### config.mk
export PLATFORM = sky130hd
export DESIGN_NAME = brch_pred_resolve_queue
export DESIGN_NICKNAME = d
export VERILOG_FILES = /design/src/rtl/brch_pred_pkg.sv /design/src/rtl/brch_pred_stats.sv /design/src/rtl/brch_pred_resolve_queue.sv
export SDC_FILE = /design/constraint.sdc
export NUM_CORES = 1
export LEC_CHECK = 0
export BUFFER_PORTS_ARGS = -buffer_cell sky130_fd_sc_hd__buf_2
export CAP_MARGIN = 20
export CORE_AREA = 2 2 130 132
export CTS_CLUSTER_DIAMETER = 30
export CTS_CLUSTER_SIZE = 10
export DETAILED_ROUTE_END_ITERATION = 12
export DIE_AREA = 0 0 132 134
export HOLD_SLACK_MARGIN = 0.12
export PLACE_DENSITY = 0.7
export SYNTH_ARGS = -nofsm -noshare
export SYNTH_HDL_FRONTEND = slang
export SYNTH_SLANG_ARGS = --single-unit
### constraint.sdc
create_clock -name clk -period 3.7 [get_ports clk]
set_input_delay 0 -clock clk [delete_from_list [all_inputs] [get_ports clk]]
set_output_delay 0 -clock clk [all_outputs]
set_load 0.01 [all_outputs]
### src/rtl/brch_pred_pkg.sv
// Shared types for the branch prediction resolve queue:
// LPT counter encodings, queue entry layout and output FSM states.
package brch_pred_pkg;

  localparam int BPQ_ADDR_W = 5;

  localparam logic [1:0] LPT_STRONG_T  = 2'b11;
  localparam logic [1:0] LPT_WEAK_T    = 2'b10;
  localparam logic [1:0] LPT_WEAK_NT   = 2'b01;
  localparam logic [1:0] LPT_STRONG_NT = 2'b00;

  typedef struct packed {
    logic [BPQ_ADDR_W-1:0] lpt_addr;
    logic                  pred_taken;
    logic [31:0]           fallthru_pc;
  } bpq_entry_t;

  typedef enum logic [1:0] {
    BPQ_IDLE,
    BPQ_UPD,
    BPQ_UPD_MISP
  } bpq_state_e;

endpackage

### src/rtl/brch_pred_stats.sv
// Saturating resolve / mispredict counters for the resolve queue.
// Only built when BPQ_STATS_EN is defined.
module brch_pred_stats (
  input  logic        clk,
  input  logic        rst,
  input  logic        upd_pred_state,
  input  logic        mispredict,
  output logic [15:0] stat_resolved,
  output logic [15:0] stat_mispred
);

  logic [15:0] res_q, res_d;
  logic [15:0] mis_q, mis_d;

  always_comb begin
    res_d = res_q;
    mis_d = mis_q;
    if (upd_pred_state && res_q != 16'hFFFF) res_d = res_q + 16'd1;
    if (mispredict && mis_q != 16'hFFFF) mis_d = mis_q + 16'd1;
  end

  always_ff @(posedge clk) begin
    if (rst) begin
      res_q <= '0;
      mis_q <= '0;
    end else begin
      res_q <= res_d;
      mis_q <= mis_d;
    end
  end

  assign stat_resolved = res_q;
  assign stat_mispred  = mis_q;

endmodule

### src/rtl/brch_pred_resolve_queue.sv
// In-flight branch queue: fetch pushes predictions, EX resolves them,
// driving LPT updates and redirects. BPQ_STATS_EN adds stat counters.
module brch_pred_resolve_queue
  import brch_pred_pkg::*;
#(
  parameter int DEPTH  = 4,
  parameter int ADDR_W = BPQ_ADDR_W
) (
  input  logic                     clk,
  input  logic                     rst,
  input  logic                     pred_valid,
  input  logic [ADDR_W-1:0]        pred_lpt_addr,
  input  logic                     pred_taken,
  input  logic [31:0]              pred_fallthru_pc,
  input  logic                     res_valid,
  input  logic                     res_taken,
  input  logic [31:0]              res_target,
  output logic                     full,
  output logic [$clog2(DEPTH):0]   count,
  output logic                     upd_pred_state,
  output logic [ADDR_W-1:0]        lpt_addr,
  output logic                     actual_brch_result,
  output logic                     mispredict,
  output logic [31:0]              redirect_pc,
  output logic                     underflow_err
`ifdef BPQ_STATS_EN
  ,
  output logic [15:0]              stat_resolved,
  output logic [15:0]              stat_mispred
`endif
);

  localparam int PW = $clog2(DEPTH);
  localparam int CW = PW + 1;

  bpq_entry_t mem_q [DEPTH];
  bpq_entry_t head_e;
  bpq_entry_t push_e;

  logic [PW-1:0]     head_q, head_d;
  logic [PW-1:0]     tail_q, tail_d;
  logic [CW-1:0]     count_q, count_d;
  logic              full_q, full_d;
  logic              flush_q, flush_d;
  logic              under_q, under_d;
  bpq_state_e        state_q, state_d;
  logic [ADDR_W-1:0] addr_q, addr_d;
  logic              act_q, act_d;
  logic [31:0]       rpc_q, rpc_d;

  logic pop;
  logic mis;
  logic push;

  always_comb begin
    head_e = mem_q[head_q];
    push_e = '{lpt_addr:    pred_lpt_addr,
               pred_taken:  pred_taken,
               fallthru_pc: pred_fallthru_pc};
    pop  = res_valid && (count_q != '0);
    mis  = pop && (res_taken != head_e.pred_taken);
    // wrong-path fetches during the flush window are dropped
    push = pred_valid && (!full_q || pop) && !mis && !flush_q;

    head_d  = head_q;
    tail_d  = tail_q;
    count_d = count_q;
    if (pop) head_d = head_q + PW'(1);
    if (mis) begin
      tail_d  = head_d;
      count_d = '0;
    end else begin
      if (push) tail_d = tail_q + PW'(1);
      unique case (1'b1)
        push && !pop: count_d = count_q + CW'(1);
        pop && !push: count_d = count_q - CW'(1);
        default:      count_d = count_q;
      endcase
    end
    full_d  = (count_d == CW'(DEPTH));
    flush_d = mis;
    under_d = under_q | (res_valid && (count_q == '0));

    state_d = BPQ_IDLE;
    addr_d  = '0;
    act_d   = 1'b0;
    rpc_d   = '0;
    if (pop) begin
      state_d = mis ? BPQ_UPD_MISP : BPQ_UPD;
      addr_d  = head_e.lpt_addr;
      act_d   = res_taken;
      if (mis) rpc_d = res_taken ? res_target : head_e.fallthru_pc;
    end
  end

  always_ff @(posedge clk) begin
    if (!rst && push) mem_q[tail_q] <= push_e;
  end

  always_ff @(posedge clk) begin
    if (rst) begin
      head_q  <= '0;
      tail_q  <= '0;
      count_q <= '0;
      full_q  <= 1'b0;
      flush_q <= 1'b0;
      under_q <= 1'b0;
      state_q <= BPQ_IDLE;
      addr_q  <= '0;
      act_q   <= 1'b0;
      rpc_q   <= '0;
    end else begin
      head_q  <= head_d;
      tail_q  <= tail_d;
      count_q <= count_d;
      full_q  <= full_d;
      flush_q <= flush_d;
      under_q <= under_d;
      state_q <= state_d;
      addr_q  <= addr_d;
      act_q   <= act_d;
      rpc_q   <= rpc_d;
    end
  end

  assign full               = full_q;
  assign count              = count_q;
  assign upd_pred_state     = (state_q != BPQ_IDLE);
  assign mispredict         = (state_q == BPQ_UPD_MISP);
  assign lpt_addr           = addr_q;
  assign actual_brch_result = act_q;
  assign redirect_pc        = rpc_q;
  assign underflow_err      = under_q;

`ifdef BPQ_STATS_EN
  brch_pred_stats u_stats (
    .clk            (clk),
    .rst            (rst),
    .upd_pred_state (upd_pred_state),
    .mispredict     (mispredict),
    .stat_resolved  (stat_resolved),
    .stat_mispred   (stat_mispred)
  );
`endif

endmodule

==> flow_metrics.env, run 1 <==
export IMPL_status="completed"
export IMPL_worst_endpoint_arrival_ns=3.63
export IMPL_routabilityCongestion=0.744
export IMPL_worst_reg_to_reg_setup_slack_ns=0.45
export IMPL_grt_start_max_net_pins=42
export IMPL_crit_path_cell_trace="o31ai_2 -> a211o_1 -> nand2b_1 -> ha_1 -> fa_1 -> nor3b_1 -> a21oi_1 -> a2111oi_2"
export IMPL_peakVddDrop_uv=349
export IMPL_synthMostInstantiatedCell="sky130_fd_sc_hd__edfxtp_1"
export IMPL_number_of_synthesized_flops_with_an_enable_pin=152
export IMPL_synthTopCellsByArea="sky130_fd_sc_hd__edfxtp_1 (60%), sky130_fd_sc_hd__dfxtp_1 (13%), sky130_fd_sc_hd__mux4_2 (11%), sky130_fd_sc_hd__nand2_1 (3.3%), sky130_fd_sc_hd__a21oi_2 (3.2%)"
export IMPL_wl_um=16400
export IMPL_diodes=0
export IMPL_core_um2=16300
export IMPL_htree_num_levels=2
export IMPL_die_height_um=134
export IMPL_hold_ws_ns=0.243
export IMPL_synth_area_leader_cell="sky130_fd_sc_hd__edfxtp_1"
export IMPL_post_synth_instance_area_um2=7570
export IMPL_globalRoute_totalOverflow=0
export IMPL_cp_data_required_time_ns=4.08
export IMPL_synth_cell_type_count=35
export IMPL_drive_gt1_share_pct=39.3
export IMPL_pwr_density_cell_nw_per_um2=702
export IMPL_overall_die_area_um2=17700
export IMPL_numCtsBuffers=40
export IMPL_postSynthNetCount=504
export IMPL_synth_flop_cell="sky130_fd_sc_hd__edfxtp_1"
export IMPL_grt_pass1_wl_um=25700
export IMPL_ctsRootBufferMaster="sky130_fd_sc_hd__clkbuf_16"
export IMPL_fin_skew_ns=0.00972
export IMPL_fmax_mhz=308
export IMPL_place_inst=751
export IMPL_finalCritPeriodShare_pct=87.9
export IMPL_avgRoutedWirePerCell_um=17.7
export IMPL_category_of_cells_accounting_for_the_largest_share_of_critical_path_delay="compound AO/OA/AOI/OAI gates"
export IMPL_fin_ws_ns=0.449
export IMPL_slew_headroom_pct=48.5
export IMPL_timing_critical_path_slowest_cell_delay_ns=0.53
export IMPL_post_synth_inst_count=423
export IMPL_worst_path_max_delay_cell="sky130_fd_sc_hd__o31ai_2"
export IMPL_clock_sinks=202
export IMPL_timing_critical_path_from_type="flip-flop"
export IMPL_areaGrowthSynthToFinish_pct=42.3
export IMPL_synthArstFlopShare_pct=0
export IMPL_yosysWarningCount=0
export IMPL_cts_tree="done"
export IMPL_holdCritPathClass="primary input to flip-flop"
export IMPL_critical_path_endpoint_type="flip-flop"
export IMPL_category_of_the_critical_setup_timing_path="flip-flop to flip-flop"
export IMPL_finalMaxSlewViolations=0
export IMPL_final_setup_viols=0
export IMPL_worst_path_max_fanout=7
export IMPL_synthDominantCellAreaShare_pct=60.3
export IMPL_postSynthRegisterBits=202
export IMPL_placement_rows=47
export IMPL_seq_area_frac_synth_pct=73.5
export IMPL_final_nets=754
export IMPL_drt_iter0_drc=238
export IMPL_synth_top_cells_by_count="sky130_fd_sc_hd__edfxtp_1 (152), sky130_fd_sc_hd__nand2_1 (66), sky130_fd_sc_hd__dfxtp_1 (50)"
export IMPL_dp_worst_setup_slack_ns=0.506
export IMPL_clk_pin_slew_ns=0.05
export IMPL_final_cells=923
export IMPL_port_buffers=119
export IMPL_floorplan_io_pins=120
export IMPL_critical_path_buf_inv_count=0
export IMPL_number_of_hold_violations_in_the_final_report=0
export IMPL_remaining_drc_errors=0
export IMPL_clk_latency_ns=0.51
export IMPL_floorplan_die_width_um=132
export IMPL_initial_core_util_pct=46.5
export IMPL_timing_worst_slew_pin_value_ns=0.773
export IMPL_total_global_route_track_usage_pct=19.0
export IMPL_drt_pre_antenna_iters=4
export IMPL_max_cap_viol_count=0
export IMPL_drt_vias_per_instance=4.97
export IMPL_ant_nets=0
export IMPL_dp_hpwl_um=8660
export IMPL_leakagePower_nw=4.02
export IMPL_grt_pass1_vias=5006
export IMPL_rsz0062_at_grt="false"
export IMPL_max_clock_path_buffers=3
export IMPL_dr_total_vias=4588
export IMPL_fin_crit_period_ns=3.25
export IMPL_post_synth_cell_area_avg_um2=17.9
export IMPL_antenna_found_initial=0
export IMPL_utilization_of_the_core_after_routing_pct=66.1
==> cell type report <==
class / count / area, µm²
sequential: 202 / 5570
fill: 1150 / 5520
multi-input combinational: 192 / 1890
timing repair buffer: 230 / 1680
clock buffer: 48 / 1080
tap: 220 / 275
clock inverter: 24 / 244
inverter: 7 / 26.3
==> logic make-up after synthesis <==
kind of cell / share of synthesized area (%)
AO/OA/AOI/OAI: 4.45
XOR/XNOR: 1.39
adder cells (fa/ha/maj): 1.09
buffers and inverters: 1.93
flip-flops: 73.5
multiplexers: 11.6
AND/OR/NAND/NOR: 6.03
==> stage by stage <==
step / area (µm²) / power [mW] / TNS (ns)
after floorplan: 7570 / 3.73 / -40.51
after global placement: 8440 / 4.03 / 0
after detailed placement: 8440 / 4.07 / 0
after CTS: 10800 / 7.63 / 0
after global routing: 10800 / 7.85 / 0
final: 10800 / 7.56 / 0
==> layer usage <==
layer,part of all wire [%],global-route usage [%],up-vias,routed length [µm]
met1,40,21.6,2291,6560
met3,4.3,3.93,40,707
met2,52,33.9,136,8600
li1,-,-,2121,-
met4,3.2,9.90,0,521
met5,0,0,-,0
==> power breakdown <==
group	internal, mW	switching [mW]
Sequential	2.71	0.0819
Clock	2.31	1.15
Combinational	0.634	0.674
Total	5.65	1.91
==> state kept, by name, summed over array words and instances, names as in the netlist <==
register and flops:
mem_q 152, redirect_pc 32, lpt_addr 5, count 3
head_q 2, state_q 2, tail_q 2, actual_brch_result 1
flush_q 1, full 1, underflow_err 1
==> worst register-to-register path: cells and delay by family (launching register included) <==
kind                       cells  cell delay (ns)
AOI/OAI and AO/OA              4             1.59
adders and majority gates      2             0.68
and+or+nand+nor                2             0.47
DFF                            1             0.39
==> cells in the final DEF (no fill, tap or decap), drive strengths merged, types with 6 or more instances in the layout <==
master,n
edfxtp,152
buf,130
dlygate4sd3,100
nand2,67
dfxtp,50
clkbuf,48
mux4,38
a21oi,34
clkinv,13
inv,10
nor2,9
nor3,6
xnor2,6
==> final timing paths <==
| check | from | to | depth (start not counted) |
|---|---|---|---|
| worst max-delay path | count[1] | full | 8 |
| worst min-delay path | pred_fallthru_pc[13] | mem_q[1][13] | 2 |
| worst max register to register | count[1] | full | 8 |
| worst min register to register | tail_q[1] | tail_q[1] | 2 |
==> timing repair <==
item,4_1_cts,5_1_grt
gates resized for setup,0,0
buffers inserted,0,0
hold endpoints to repair,194,0
setup endpoints to repair,0,0
hold buffers,100,0
Note: power is estimated with default switching activity, not from simulation.
==> run 2: changes to the inputs <==
--- a/config.mk
+++ b/config.mk
@@ -14,6 +14,7 @@
 export DIE_AREA = 0 0 132 134
 export HOLD_SLACK_MARGIN = 0.12
 export PLACE_DENSITY = 0.7
+export REMOVE_ABC_BUFFERS = 1
 export SYNTH_ARGS = -nofsm -noshare
 export SYNTH_HDL_FRONTEND = slang
 export SYNTH_SLANG_ARGS = --single-unit
==> run 2 against run 1 <==
Compared with the run above:
- global-route usage shrank 0.14 points
- final cell count fell by 0.54%
- critical path depth rose by 1
- clock power down 7.8%
- hold slack improved by 0.011 ns
- sequential power hardly changed
- worst setup slack improved by 0.28 ns
- combinational power about the same
- critical path type unchanged
- largest cell class unchanged
==> flow_metrics.env, run 2 (same netlist as run 1, synthesis figures left out) <==
export IMPL_fmax_mhz=337
export IMPL_pwr_density_cell_nw_per_um2=686
export IMPL_numCtsBuffers=37
export IMPL_diodes=0
export IMPL_placement_rows=47
export IMPL_die_height_um=134
export IMPL_final_nets=750
export IMPL_area_sequential_um2=5570
export IMPL_dp_hpwl_um=8340
export IMPL_floorplan_io_pins=120
export IMPL_place_area_um2=8440
export IMPL_timing_critical_path_from_type="flip-flop"
export IMPL_hold_path_depth=2
export IMPL_cp_data_required_time_ns=4.09
export IMPL_cts_resized_gates=0
export IMPL_grt_busiest_layer="met2"
export IMPL_utilization_of_the_core_after_routing_pct=65.5
export IMPL_crit_cells=9
export IMPL_core_um2=16300
export IMPL_critical_path_endpoint_type="flip-flop"
export IMPL_groute_layer_met1_usage_pct=22.0
export IMPL_leakagePower_nw=3.96
export IMPL_number_of_flip_flops_in_the_largest_register=152
export IMPL_category_of_the_critical_setup_timing_path="flip-flop to flip-flop"
export IMPL_areaGrowthSynthToFinish_pct=40.9
export IMPL_critical_path_buf_inv_count=1
export IMPL_initial_core_util_pct=46.5
export IMPL_drt_iter0_drc=262
export IMPL_drt_pre_antenna_iters=4
export IMPL_cts_tree="done"
export IMPL_worst_hold_path_ep="mem_q[2][5]"
export IMPL_final_cells=918
export IMPL_port_buffers=119
export IMPL_timing_worst_slew_pin_value_ns=0.801
export IMPL_globalRoute_totalOverflow=0
export IMPL_max_clock_path_buffers=3
export IMPL_finalMaxSlewViolations=0
export IMPL_met2_usage_pct=33.4
export IMPL_fin_skew_ns=0.0196
export IMPL_wl_um=15900
export IMPL_ctsRootBufferMaster="sky130_fd_sc_hd__clkbuf_16"
export IMPL_category_of_cells_accounting_for_the_largest_share_of_critical_path_delay="compound AO/OA/AOI/OAI gates"
export IMPL_overall_die_area_um2=17700
export IMPL_worst_path_max_delay_cell="sky130_fd_sc_hd__dfxtp_1"
export IMPL_total_global_route_track_usage_pct=18.8
export IMPL_worst_endpoint_arrival_ns=3.36
export IMPL_clock_sinks=202
export IMPL_slew_headroom_pct=46.6
export IMPL_r2r_worst_path_cells=9
export IMPL_multi_input_gate_area_in_the_final_layout_um2=1890
export IMPL_clk_pin_slew_ns=0.05
export IMPL_power_mw=7.31
export IMPL_final_setup_viols=0
export IMPL_htree_num_levels=2
export IMPL_ant_nets=0
export IMPL_crit_path_cell_trace="o31ai_2 -> buf_4 -> a211o_1 -> nand2b_1 -> ha_1 -> fa_1 -> nor3b_1 -> a21oi_1 -> a2111oi_2"
export IMPL_final_cell_area_um2=10700
export IMPL_avgRoutedWirePerCell_um=17.3
export IMPL_drive_gt1_share_pct=38.0
export IMPL_timing_rr_end="full"
export IMPL_rsz0062_at_grt="false"
export IMPL_r2r_start="count[1]"
export IMPL_max_cap_viol_count=0
export IMPL_grt_start_max_net_pins=42
export IMPL_holdCritPathClass="primary input to flip-flop"
export IMPL_fin_crit_period_ns=2.97
export IMPL_mostFrequentLayoutCell="sky130_fd_sc_hd__edfxtp_1"
export IMPL_finalCritPeriodShare_pct=80.3
export IMPL_hold_path_startpoint="pred_fallthru_pc[5]"
export IMPL_status="completed"
export IMPL_clk_latency_ns=0.50
export IMPL_worst_path_max_fanout=7
export IMPL_worst_reg_to_reg_setup_slack_ns=0.73
export IMPL_grt_pass1_vias=4891
export IMPL_peakVddDrop_uv=366
export IMPL_drt_vias_per_instance=4.93
export IMPL_top_register="mem_q"
export IMPL_number_of_hold_violations_in_the_final_report=0
export IMPL_dr_total_vias=4522
export IMPL_hold_ws_ns=0.253
export IMPL_grt_met3_usage_pct=5.22
export IMPL_final_cell_mix="sky130_fd_sc_hd__edfxtp_1 (152), sky130_fd_sc_hd__buf_2 (119), sky130_fd_sc_hd__dlygate4sd3_1 (101)"
export IMPL_remaining_drc_errors=0
export IMPL_antenna_found_initial=0
export IMPL_timing_critical_path_slowest_cell_delay_ns=0.48
export IMPL_grt_pass1_wl_um=25500
export IMPL_floorplan_die_width_um=132
export IMPL_place_inst=749
export IMPL_routabilityCongestion=0.715
export IMPL_nFillCells=1174
run 2: cell types whose count changed in the layout (fill, tap and decap cells not counted):
cell | before | now
sky130_fd_sc_hd__clkinv_1 | 2 | 6
sky130_fd_sc_hd__clkbuf_1 | 5 | 6
sky130_fd_sc_hd__clkinv_8 | 1 | 0
sky130_fd_sc_hd__inv_6 | 4 | 3
sky130_fd_sc_hd__clkbuf_16 | 42 | 39
sky130_fd_sc_hd__clkinv_4 | 3 | 1
sky130_fd_sc_hd__dlygate4sd3_1 | 100 | 101
sky130_fd_sc_hd__clkbuf_8 | 1 | 4
sky130_fd_sc_hd__clkinvlp_4 | 5 | 3
sky130_fd_sc_hd__clkinv_2 | 7 | 5
sky130_fd_sc_hd__buf_12 | 0 | 1
sky130_fd_sc_hd__bufinv_16 | 3 | 2
sky130_fd_sc_hd__buf_4 | 11 | 8
run 2: worst max path at each step:
stage                    from          end
CTS                  count[1]         full
global placement     count[0]         full
finish               count[1]         full
floorplan           head_q[0]  mem_q[2][0]
global route         count[1]         full
detailed placement   count[0]         full
run 2: per-stage QoR:
step                      setup WS, ns  setup TNS [ns]
after floorplan                  -1.81         -276.03
after global placement           0.926               0
after detailed placement         0.727               0
after CTS                        0.709               0
after global routing             0.536               0
final                            0.730               0
run 2: final cells by class:
cell class / count / share of cell area (%)
Multi-Input combinational cell: 192 / 17.7
Timing Repair Buffer: 229 / 15.8
Tap cell: 220 / 2.58
Inverter: 7 / 0.246
Sequential cell: 202 / 52.2
Clock inverter: 19 / 1.51
Clock buffer: 49 / 9.88
run 2: timing repair:
action                                 in CTS  in global routing
setup buffers                               0                  0
hold buffers                              101                  0
endpoints found under the hold margin     195                  0
run 2: metal layers:
metal	up-vias	part of all wire (%)	wire [µm]
met1	2229	41	6450
met4	0	1.8	291
met3	29	6.2	988
met2	155	51	8160
li1	2109	-	-
met5	-	0	0
run 2: where the power goes:
group | switching (mW) | leakage (nW) | internal, mW
Sequential | 0.0804 | 1.79 | 2.71
Clock | 1.06 | 0.590 | 2.14
Combinational | 0.686 | 1.59 | 0.643
==> run 3: changes to the inputs <==
==> constraint.sdc (replaced) <==
create_clock -name clk -period 2.5 [get_ports clk]
set_input_delay 0 -clock clk [delete_from_list [all_inputs] [get_ports clk]]
set_output_delay 0 -clock clk [all_outputs]
set_load 0.01 [all_outputs]
==> run 3 against run 2 <==
Compared with the run above:
- the flow now finishes with violations (negative setup slack)
- via count grew 0.33%
- final cell count up 0.65%
- combinational power is 59% higher
- total power grew 48%
- global-route usage is 0.11 points higher
- clock power is 45% higher
- first-iteration DRC count is 4.2% higher
- sequential share of layout area shrank 0.36 points
- clock skew fell by 0.0022 ns
- critical endpoint unchanged
- largest power group unchanged
- highest routed layer unchanged
==> flow_metrics.env, run 3 (same netlist as run 1, synthesis figures left out) <==
export IMPL_status="finished, violations left"
export IMPL_violations="negative setup slack"
export IMPL_initial_core_util_pct=46.5
export IMPL_overall_die_area_um2=17700
export IMPL_floorplan_die_width_um=132
export IMPL_top_register="mem_q"
export IMPL_number_of_hold_violations_in_the_final_report=0
export IMPL_drt_pre_antenna_iters=4
export IMPL_antenna_found_initial=0
export IMPL_uppermost_routed_layer="met4"
export IMPL_finalCritPeriodShare_pct=106
export IMPL_leakagePower_nw=4.02
export IMPL_fin_ws_ns=-0.143
export IMPL_mostFrequentLayoutCell="sky130_fd_sc_hd__edfxtp_1"
export IMPL_final_nets=758
export IMPL_clk_latency_ns=0.49
export IMPL_numCtsBuffers=35
export IMPL_grt_pass1_wl_um=25900
export IMPL_dr_total_vias=4537
export IMPL_avgRoutedWirePerCell_um=17.5
export IMPL_max_clock_path_buffers=3
export IMPL_area_sequential_um2=5570
export IMPL_final_cell_mix="sky130_fd_sc_hd__edfxtp_1 (152), sky130_fd_sc_hd__buf_2 (119), sky130_fd_sc_hd__dlygate4sd3_1 (95)"
export IMPL_total_global_route_track_usage_pct=18.9
export IMPL_category_of_the_critical_setup_timing_path="flip-flop to flip-flop"
export IMPL_routabilityCongestion=0.757
export IMPL_cts_tree="done"
export IMPL_drive_gt1_share_pct=40.2
export IMPL_critical_path_endpoint_type="flip-flop"
export IMPL_fmax_mhz=378
export IMPL_holdCritPathClass="primary input to flip-flop"
export IMPL_die_height_um=134
export IMPL_clk_pin_slew_ns=0.05
export IMPL_globalRoute_totalOverflow=0
export IMPL_core_um2=16300
export IMPL_fin_crit_period_ns=2.64
export IMPL_finalMaxSlewViolations=0
export IMPL_fin_skew_ns=0.0174
export IMPL_areaGrowthSynthToFinish_pct=41.9
export IMPL_multi_input_gate_area_in_the_final_layout_um2=1920
export IMPL_peakVddDrop_uv=605
export IMPL_clock_sinks=202
export IMPL_drt_vias_per_instance=4.91
export IMPL_utilization_of_the_core_after_routing_pct=65.9
export IMPL_timing_critical_path_from_type="flip-flop"
export IMPL_dp_hpwl_um=8740
export IMPL_pwr_density_cell_nw_per_um2=1010
export IMPL_wire_length_on_met2_um=8080
export IMPL_htree_num_levels=2
export IMPL_ant_nets=0
export IMPL_nFillCells=1146
export IMPL_grt_pass1_vias=4874
export IMPL_power_mw=10.8
export IMPL_hold_path_startpoint="pred_valid"
export IMPL_timing_worst_slew_pin_value_ns=0.822
export IMPL_r2r_start="mem_q[2][32]"
export IMPL_floorplan_io_pins=120
export IMPL_met3WireLength_um=713
export IMPL_placement_rows=47
export IMPL_wl_um=16100
export IMPL_final_setup_viols=1
export IMPL_diodes=0
export IMPL_routedLengthMet1_um=7070
export IMPL_cp_data_required_time_ns=2.88
export IMPL_worst_path_max_fanout=3
export IMPL_slew_headroom_pct=45.2
export IMPL_max_cap_viol_count=0
export IMPL_worst_endpoint_arrival_ns=3.02
export IMPL_rsz0062_at_grt="true"
export IMPL_ctsRootBufferMaster="sky130_fd_sc_hd__clkbuf_16"
export IMPL_port_buffers=119
export IMPL_remaining_drc_errors=0
export IMPL_number_of_flip_flops_in_the_largest_register=152
export IMPL_grt_start_max_net_pins=42
export IMPL_worstSetupStartpoint="mem_q[2][32]"
export IMPL_drt_iter0_drc=273
-- run 3: changes by cell type in the layout (fill, tap and decap cells not counted), moves of 3 or more --
cell                            before  now
sky130_fd_sc_hd__clkbuf_8            4    0
sky130_fd_sc_hd__buf_12              1    4
sky130_fd_sc_hd__clkinvlp_4          3    0
sky130_fd_sc_hd__dlygate4sd3_1     101   95
sky130_fd_sc_hd__clkinv_1            6    9
sky130_fd_sc_hd__clkbuf_16          39   36
sky130_fd_sc_hd__buf_4               8   20
-- run 3: final cells by class --
| class | instances | share of cell area, % |
|---|---|---|
| Tap cell | 220 | 2.56 |
| Clock buffer | 40 | 8.53 |
| Multi-Input combinational cell | 192 | 17.9 |
| Timing Repair Buffer | 239 | 16.6 |
| Sequential cell | 202 | 51.9 |
| Inverter | 7 | 0.245 |
| Clock inverter | 24 | 2.27 |
-- run 3: worst paths after layout --
check / to / slack [ns] / cells past startpoint
setup / recovery: full / -0.14 / 9
hold reg to reg: tail_q[1] / 0.61 / 2
hold / removal: tail_q[0] / 0.22 / 6
setup reg to reg: full / -0.14 / 9
-- run 3: critical path: stages, from the launching register on --
cell	delay (ns)
sky130_fd_sc_hd__edfxtp_1	0.39
sky130_fd_sc_hd__mux4_2	0.55
sky130_fd_sc_hd__xnor2_4	0.17
sky130_fd_sc_hd__nand2_2	0.07
sky130_fd_sc_hd__nand2b_1	0.08
sky130_fd_sc_hd__ha_2	0.19
sky130_fd_sc_hd__fa_2	0.47
sky130_fd_sc_hd__nor3b_2	0.17
sky130_fd_sc_hd__a21oi_1	0.07
sky130_fd_sc_hd__a2111oi_2	0.38
-- run 3: per-layer routing --
metal / vias to the layer above / GRT usage [%]
li1: 2121 / -
met1: 2268 / 23.6
met2: 123 / 32.9
met3: 25 / 4.20
met4: 0 / 6.58
met5: - / 0
-- run 3: per-stage QoR --
stage / hold slack [ns] / std cells / setup WS (ns) / area [µm²] / setup TNS (ns)
6_report: 0.220 / 924 / -0.143 / 10700 / -0.143
3_3_place_gp: 0.212 / 761 / -0.111 / 8570 / -0.111
3_5_place_dp: 0.219 / 761 / -0.223 / 8570 / -0.223
4_1_cts: 0.209 / 923 / -0.171 / 10700 / -0.171
5_1_grt: 0.262 / 924 / -0.224 / 10700 / -0.278
2_1_floorplan: 0.0724 / 401 / -3.01 / 7450 / -492.80
-- run 3: power breakdown --
part / internal [mW] / switching (mW)
Combinational: 1.06 / 1.06
Sequential: 4.01 / 0.105
Clock: 3.05 / 1.56
-- run 3: what timing repair did --
item | in CTS | in global routing
resized for setup | 3 | 5
hold buffers | 95 | 0
buffers inserted | 3 | 1
endpoints found under the setup margin | 2 | 13
pin swaps | 6 | 6
endpoints found under the hold margin | 195 | 0
